### src/rtl/rv_pkg.sv
// Shared constants and helpers for the integer register file slice.
package rv_pkg;

    localparam int XLEN_DEF  = 32;
    localparam int NREG_DEF  = 32;
    localparam int TAG_W_DEF = 4;

    localparam logic [XLEN_DEF-1:0] ZERO_WORD = '0;

    // Architectural register that is hardwired to zero.
    localparam int X0 = 0;

    // Address width for an array of n entries; never narrower than one bit.
    function automatic int addr_width(input int n);
        return (n <= 1) ? 1 : $clog2(n);
    endfunction

endpackage

### src/rtl/regfile_scoreboard.sv
// Pending-write scoreboard: one busy bit and producer tag per architectural
// register. Issue marks a register busy, a writeback whose tag matches the
// recorded producer clears it, flush drops everything. Read-side lookups mask
// busy when a matching writeback is on the bus in the same cycle.
module regfile_scoreboard
    import rv_pkg::*;
#(
    parameter int NREG  = NREG_DEF,
    parameter int AW    = addr_width(NREG_DEF),
    parameter int NRD   = 2,
    parameter int NWR   = 2,
    parameter int TAG_W = TAG_W_DEF
) (
    input  logic               clk,
    input  logic               rst_n,
    input  logic               iss_valid_i,
    input  logic [AW-1:0]      iss_addr_i,
    input  logic [TAG_W-1:0]   iss_tag_i,
    input  logic [NWR-1:0]     wb_valid_i,
    input  logic [NWR*AW-1:0]  wb_addr_i,
    input  logic [NWR*TAG_W-1:0] wb_tag_i,
    input  logic               flush_i,
    input  logic [NRD-1:0]     rd_en_i,
    input  logic [NRD*AW-1:0]  rd_addr_i,
    output logic [NRD-1:0]     rd_busy_o,
    output logic [NRD*TAG_W-1:0] rd_tag_o
);

    logic [NREG-1:0]  busy_q;
    logic [NREG-1:0]  busy_d;
    logic [TAG_W-1:0] tag_q [NREG];
    logic [TAG_W-1:0] tag_d [NREG];

    // Next busy/tag state: clear on matching writeback, then issue overrides
    // the clear, then flush overrides everything (including a same-cycle issue).
    always_comb begin
        busy_d = busy_q;
        tag_d  = tag_q;
        for (int k = 0; k < NWR; k++) begin
            if (wb_valid_i[k]
                && (wb_addr_i[k*AW +: AW] != AW'(X0))
                && busy_q[wb_addr_i[k*AW +: AW]]
                && (tag_q[wb_addr_i[k*AW +: AW]] == wb_tag_i[k*TAG_W +: TAG_W])) begin
                busy_d[wb_addr_i[k*AW +: AW]] = 1'b0;
                tag_d[wb_addr_i[k*AW +: AW]]  = '0;
            end
        end
        if (iss_valid_i && (iss_addr_i != AW'(X0))) begin
            busy_d[iss_addr_i] = 1'b1;
            tag_d[iss_addr_i]  = iss_tag_i;
        end
        if (flush_i) begin
            busy_d = '0;
            for (int r = 0; r < NREG; r++) begin
                tag_d[r] = '0;
            end
        end
        busy_d[X0] = 1'b0;
        tag_d[X0]  = '0;
    end

    // Scoreboard state registers.
    always_ff @(posedge clk or negedge rst_n) begin
        if (!rst_n) begin
            busy_q <= '0;
            for (int r = 0; r < NREG; r++) begin
                tag_q[r] <= '0;
            end
        end else begin
            busy_q <= busy_d;
            for (int r = 0; r < NREG; r++) begin
                tag_q[r] <= tag_d[r];
            end
        end
    end

    // Per-port operand lookup; a writeback carrying the recorded producer tag
    // this cycle means the operand is already available through the bypass.
    always_comb begin
        rd_busy_o = '0;
        rd_tag_o  = '0;
        for (int k = 0; k < NRD; k++) begin
            if (rd_en_i[k] && (rd_addr_i[k*AW +: AW] != AW'(X0))) begin
                rd_busy_o[k] = busy_q[rd_addr_i[k*AW +: AW]];
                for (int j = 0; j < NWR; j++) begin
                    if (wb_valid_i[j]
                        && (wb_addr_i[j*AW +: AW] == rd_addr_i[k*AW +: AW])
                        && (wb_tag_i[j*TAG_W +: TAG_W] == tag_q[rd_addr_i[k*AW +: AW]])) begin
                        rd_busy_o[k] = 1'b0;
                    end
                end
                if (rd_busy_o[k]) begin
                    rd_tag_o[k*TAG_W +: TAG_W] = tag_q[rd_addr_i[k*AW +: AW]];
                end
            end
        end
    end

endmodule

### src/rtl/regfile_sb.sv
// Multi-port integer register file with writeback bypass and an attached
// pending-write scoreboard. Data array, bypass muxes and the debug read
// register live here; hazard tracking is in regfile_scoreboard.
module regfile_sb
    import rv_pkg::*;
#(
    parameter  int XLEN  = XLEN_DEF,
    parameter  int NREG  = NREG_DEF,
    parameter  int NRD   = 2,
    parameter  int NWR   = 2,
    parameter  int TAG_W = TAG_W_DEF,
    localparam int AW    = addr_width(NREG)
) (
    input  logic                  clk,
    input  logic                  rst_n,
    input  logic [NRD-1:0]        rd_en_i,
    input  logic [NRD*AW-1:0]     rd_addr_i,
    output logic [NRD*XLEN-1:0]   rd_data_o,
    output logic [NRD-1:0]        rd_busy_o,
    output logic [NRD*TAG_W-1:0]  rd_tag_o,
    input  logic                  iss_valid_i,
    input  logic [AW-1:0]         iss_addr_i,
    input  logic [TAG_W-1:0]      iss_tag_i,
    input  logic [NWR-1:0]        wb_valid_i,
    input  logic [NWR*AW-1:0]     wb_addr_i,
    input  logic [NWR*TAG_W-1:0]  wb_tag_i,
    input  logic [NWR*XLEN-1:0]   wb_data_i,
    input  logic                  flush_i,
    input  logic [AW-1:0]         dbg_addr_i,
    output logic [XLEN-1:0]       dbg_data_o
);

    logic [XLEN-1:0] regs_q [NREG];

    // Data array write; later ports overwrite earlier ones on an address clash.
    // Tags play no part here, so stale writebacks still land.
    always_ff @(posedge clk or negedge rst_n) begin
        if (!rst_n) begin
            for (int r = 0; r < NREG; r++) begin
                regs_q[r] <= '0;
            end
        end else begin
            for (int k = 0; k < NWR; k++) begin
                if (wb_valid_i[k] && (wb_addr_i[k*AW +: AW] != AW'(X0))) begin
                    regs_q[wb_addr_i[k*AW +: AW]] <= wb_data_i[k*XLEN +: XLEN];
                end
            end
        end
    end

    // Read data with same-cycle writeback bypass, highest-index port first.
    always_comb begin
        rd_data_o = '0;
        for (int k = 0; k < NRD; k++) begin
            if (rd_en_i[k] && (rd_addr_i[k*AW +: AW] != AW'(X0))) begin
                rd_data_o[k*XLEN +: XLEN] = regs_q[rd_addr_i[k*AW +: AW]];
                for (int j = 0; j < NWR; j++) begin
                    if (wb_valid_i[j] && (wb_addr_i[j*AW +: AW] == rd_addr_i[k*AW +: AW])) begin
                        rd_data_o[k*XLEN +: XLEN] = wb_data_i[j*XLEN +: XLEN];
                    end
                end
            end
        end
    end

    // Debug port returns the array contents before this edge's writes.
    always_ff @(posedge clk or negedge rst_n) begin
        if (!rst_n) begin
            dbg_data_o <= XLEN'(ZERO_WORD);
        end else if (dbg_addr_i == AW'(X0)) begin
            dbg_data_o <= XLEN'(ZERO_WORD);
        end else begin
            dbg_data_o <= regs_q[dbg_addr_i];
        end
    end

    regfile_scoreboard #(
        .NREG  (NREG),
        .AW    (AW),
        .NRD   (NRD),
        .NWR   (NWR),
        .TAG_W (TAG_W)
    ) u_scoreboard (
        .clk         (clk),
        .rst_n       (rst_n),
        .iss_valid_i (iss_valid_i),
        .iss_addr_i  (iss_addr_i),
        .iss_tag_i   (iss_tag_i),
        .wb_valid_i  (wb_valid_i),
        .wb_addr_i   (wb_addr_i),
        .wb_tag_i    (wb_tag_i),
        .flush_i     (flush_i),
        .rd_en_i     (rd_en_i),
        .rd_addr_i   (rd_addr_i),
        .rd_busy_o   (rd_busy_o),
        .rd_tag_o    (rd_tag_o)
    );

endmodule

### config.mk
export PLATFORM = sky130hd
export DESIGN_NAME = regfile_sb
export DESIGN_NICKNAME = d
export VERILOG_FILES = /design/src/rtl/rv_pkg.sv /design/src/rtl/regfile_scoreboard.sv /design/src/rtl/regfile_sb.sv
export SDC_FILE = /design/constraint.sdc
export NUM_CORES = 2
export LEC_CHECK = 0
export CAP_MARGIN = 20
export CORE_MARGIN = 5
export CORE_UTILIZATION = 50
export DETAILED_ROUTE_END_ITERATION = 12
export PLACE_DENSITY_LB_ADDON = 0.15
export SYNTH_ARGS = -nofsm -noshare
export SYNTH_HDL_FRONTEND = slang
export SYNTH_SLANG_ARGS = --single-unit
export TNS_END_PERCENT = 10
### constraint.sdc
create_clock -name clk -period 5.3 [get_ports clk]
set_input_delay 0.53 -clock clk [delete_from_list [all_inputs] [get_ports clk]]
set_output_delay 0.53 -clock clk [all_outputs]
set_load 0.03 [all_outputs]
==> flow_summary_export.csv <==
group,metric,value,unit
sta,slew_headroom,15.4,%
sta,tns,0,ps
synthesis,synth-main-ff-cell,"dfrtp_1",
worst_setup_path,cp_slowest_stage_delay,730,ps
drt,ant_nets,0,
cells_and_area,drive_above_1_share,23.5,%
worst_setup_path,crit_type,"in -> out",
worst_setup_path,endpoint_kind,"primary output",
synthesis,syn-instance-count,7787,
floorplanning,io_pins,220,
worst_setup_path,critPathBufInv,4,
worst_setup_path,cp-start-kind,"input pin",
power,powerDensity,360,mW/mm^2
floorplanning,start_util,50.3,%
sta,tightest_slew,1270,ps
sta,hold_violations,0,
clocking,cts_resized,0,
worst_setup_path,required,4770,ps
floorplanning,die_h,426,um
grt,grt_start_max_net_pins,157,
floorplanning,row_count,152,
power,ir_drop,364,uV
worst_setup_path,critPathSlowestCell,"a211oi_1",
cells_and_area,syn2layout_area_growth,12.0,%
clocking,clk_pin_slew,60,ps
run,drv_cap,0,
clocking,clkLatencyLatePin,830,ps
synthesis,ys_types,78,
sta,post-route-min-period,4940,ps
worst_hold_path,hold_path.class,"in -> reg",
cells_and_area,final_nets,7668,
grt,antenna_found_initial,7,
synthesis,syn-cell-area,0.0864,mm^2
floorplanning,design.core.area,0.172,mm^2
worst_setup_path,critPathArrivalTime,4410,ps
power,power.switching,0.0113,W
power,p_leak,38.3,nW
sta,slew_viol_final,0,
synthesis,synth_nets,7901,
sta,rsz0062_at_grt,"no",
placed_design,place_congestion,1.01,
drt,met2_length,160000,um
power,comb_power_share,30.3,%
drt,route.detailed.drc,0,
sta,fmax,202,MHz
floorplanning,die_w,426,um
drt,route.met3.wl,46400,um
clocking,cts_tree,"yes",
clocking,clk_path_buf_depth,3,
drt,drt_iter0_markers,11100,
grt,grt_use_total,40.2,%
grt,gr-total-overflow,0,
placed_design,hpwl,219000,um
drt,routedWlPerCell,37.0,um
sta,finClkSkew,31.0,ps
sta,setup_viol,0,
grt,grt_pass1_wl,521000,um
sta,whs,253,ps
power,p_total,0.0349,W
synthesis,yosysSeqAreaShare,35.1,%
synthesis,synth-edff-count,0,
clocking,root_buffer,"clkbuf_16",
power,p_int,0.0236,W
outcome,status,"complete, no violations",
power,sw_frac_of_total,32.3,%
floorplanning,die_area,0.181,mm^2
clocking,clock_sinks,1211,
sta,fin_crit_sh,93.2,%
cells_and_area,final_cells,9978,
worst_setup_path,crit_family,"buffers and inverters",
clocking,numCtsBuffers,144,
drt,vias,71900,
power,p_seq_share,39.2,%
drt,routed_wl,369000,um
drt,vias_per_cell,7.20,
synthesis,synthArstFlopShare,100,%
grt,grt_pass1_vias,68500,
power,p_clk_share,30.4,%
drt,top_layer,"met5",
drt,wl_met1,135000,um
drt,dr.pass1.iters,7,
synthesis,postSynthAreaPerCell,11.1,um^2
placed_design,portBuffers,219,
clocking,htreeDepth,4,
placed_design,dp_cells,9716,
worst_setup_path,critPathMaxFanout,18,
worst_setup_path,path_cells,"clkdlybuf4s50_1 > buf_4 > xor2_1 > nor4_1 > nand3_4 > buf_4 > a211oi_1 > a21oi_1 > nor2_1 > clkdlybuf4s50_1",
synthesis,yosys_register_bits,1211,
synthesis,synth_warnings,0,
-- layout by cell type (no fill, tap or decap), types with 35 or more instances in the layout --
| cell | netlist | final |
|---|---|---|
| nand2_4 | 0 | 36 |
| o22ai_1 | 164 | 164 |
| a21oi_1 | 1127 | 1127 |
| o311ai_0 | 53 | 53 |
| nor2b_1 | 55 | 55 |
| clkdlybuf4s50_1 | 0 | 199 |
| nor2_1 | 1274 | 1249 |
| nand2_1 | 210 | 173 |
| a211oi_1 | 71 | 71 |
| buf_12 | 0 | 74 |
| dfrtp_1 | 1211 | 1211 |
| nand3_1 | 42 | 36 |
| clkbuf_8 | 0 | 35 |
| clkbuf_16 | 0 | 147 |
| buf_4 | 19 | 300 |
| mux4_2 | 1047 | 1047 |
| mux2i_1 | 1133 | 1133 |
| inv_1 | 62 | 62 |
-- power groups by stage --
stage               sequential, W  combinational [W]  clock [W]
global route               0.0139             0.0112     0.0111
global placement           0.0135             0.0103          0
detailed placement         0.0137             0.0105          0
CTS                        0.0136             0.0105     0.0107
floorplan                  0.0132            0.00764          0
finish                     0.0137             0.0106     0.0106
-- logic make-up (layout without fill, tap and decap cells) --
logic type | count (synthesis) | in the layout | synth area share, %
xor+xnor | 36 | 36 | 0.365
simple gates | 1729 | 1729 | 8.51
other cells | 0 | 3 | 0
mux | 2198 | 2198 | 40.6
buf+inv | 1032 | 910 | 4.93
flops | 1211 | 1211 | 35.1
compound gates | 1581 | 1581 | 10.5
-- worst paths after layout --
path / startpoint / slack (ps) / end / cells past startpoint
setup reg to reg: u_scoreboard.tag_q[83]$_DFF_PN0_ / 1650 / u_scoreboard.tag_q[0]$_DFF_PN0_ / 8
setup / recovery: wb_addr_i[4] / 360 / rd_data_o[14] / 10
hold / removal: flush_i / 250 / u_scoreboard.busy_q[2]$_DFF_PN0_ / 2
max in group asynchronous: rst_n / 3530 / regs_q[781]$_DFF_PN0_ / 3
min in group asynchronous: rst_n / 260 / u_scoreboard.tag_q[109]$_DFF_PN0_ / 2
hold reg to reg: regs_q[995]$_DFF_PN0_ / 410 / regs_q[995]$_DFF_PN0_ / 0
-- through the flow --
| step | setup slack, ps | instance area (um^2) | util [%] |
|---|---|---|---|
| 2_1_floorplan | 1270 | 86400 | - |
| 3_3_place_gp | 447 | 91800 | 53.4 |
| 3_5_place_dp | 485 | 91800 | 53.5 |
| 4_1_cts | 472 | 96800 | 56.3 |
| 5_1_grt | 275 | 96800 | 56.4 |
| 6_report | 361 | 96800 | 56.4 |
-- sequential cells by signal, summed over array words and instances (netlist names) --
name and count:
u_scoreboard.busy_q 31, u_scoreboard.tag_q 124, dbg_data_o 32, regs_q 1024
-- routing by layer --
metal	vias to the layer above	global-route usage (%)
li1	29000	-
met3	1318	12.3
met2	5433	58.7
met1	36200	53.0
met5	-	0
met4	2	23.9
-- synth_stat cells (5+ instances only) --
library cell / n / area share, %
nand3_1: 42 / 0.24
a211oi_1: 71 / 0.62
a22o_1: 5 / 0.051
clkbuf_1: 669 / 2.9
nor2_1: 1274 / 5.5
nor4_1: 12 / 0.087
xnor2_1: 15 / 0.15
a31o_2: 5 / 0.051
mux2_2: 17 / 0.22
nand4_1: 9 / 0.065
dfrtp_1: 1211 / 35
and3b_1: 6 / 0.061
o22ai_1: 164 / 1.2
buf_2: 155 / 0.90
nor4_2: 5 / 0.072
mux2i_1: 1133 / 13
nand4b_1: 5 / 0.051
o211ai_1: 6 / 0.052
buf_4: 19 / 0.17
o31ai_1: 21 / 0.18
nor3_1: 19 / 0.11
clkbuf_2: 8 / 0.046
o221ai_4: 6 / 0.18
nand2_1: 210 / 0.91
nor2b_1: 55 / 0.40
nor4_4: 11 / 0.27
and2_1: 11 / 0.080
a21oi_1: 1127 / 6.5
nand3b_1: 11 / 0.096
nor3b_1: 10 / 0.087
o2111ai_1: 9 / 0.091
nand2b_1: 7 / 0.051
a22oi_1: 10 / 0.087
a31oi_1: 31 / 0.22
o311ai_0: 53 / 0.54
o21ai_0: 10 / 0.058
buf_6: 13 / 0.17
and3_1: 13 / 0.094
o221ai_1: 30 / 0.30
inv_1: 62 / 0.27
buf_1: 103 / 0.45
mux4_2: 1047 / 27
xor2_1: 21 / 0.21
-- worst register-to-register path, cell delays in order (launching register included) --
cell and delay, ps:
dfrtp_1 440, mux4_2 600, a22o_1 270, a211oi_1 320
nand4b_1 210, and2_1 540, buf_4 360, nor4_2 540
o22ai_1 200
-- layout make-up --
type / count / area, um^2
Fill cell: 14300 / 75000
Multi-Input combinational cell: 5544 / 52400
Sequential cell: 1211 / 30300
Timing Repair Buffer: 589 / 5940
Clock buffer: 212 / 4270
Tap cell: 2310 / 2890
Clock inverter: 45 / 669
Inverter: 64 / 248
Antenna cell: 3 / 7.51
-- timing repair --
| action | CTS | global route |
|---|---|---|
| hold endpoints to repair | 70 | 0 |
| hold buffers | 1 | 0 |
| setup buffers | 0 | 0 |
| setup endpoints to repair | 0 | 0 |
No activity file was read; power rests on OpenSTA's default activity.
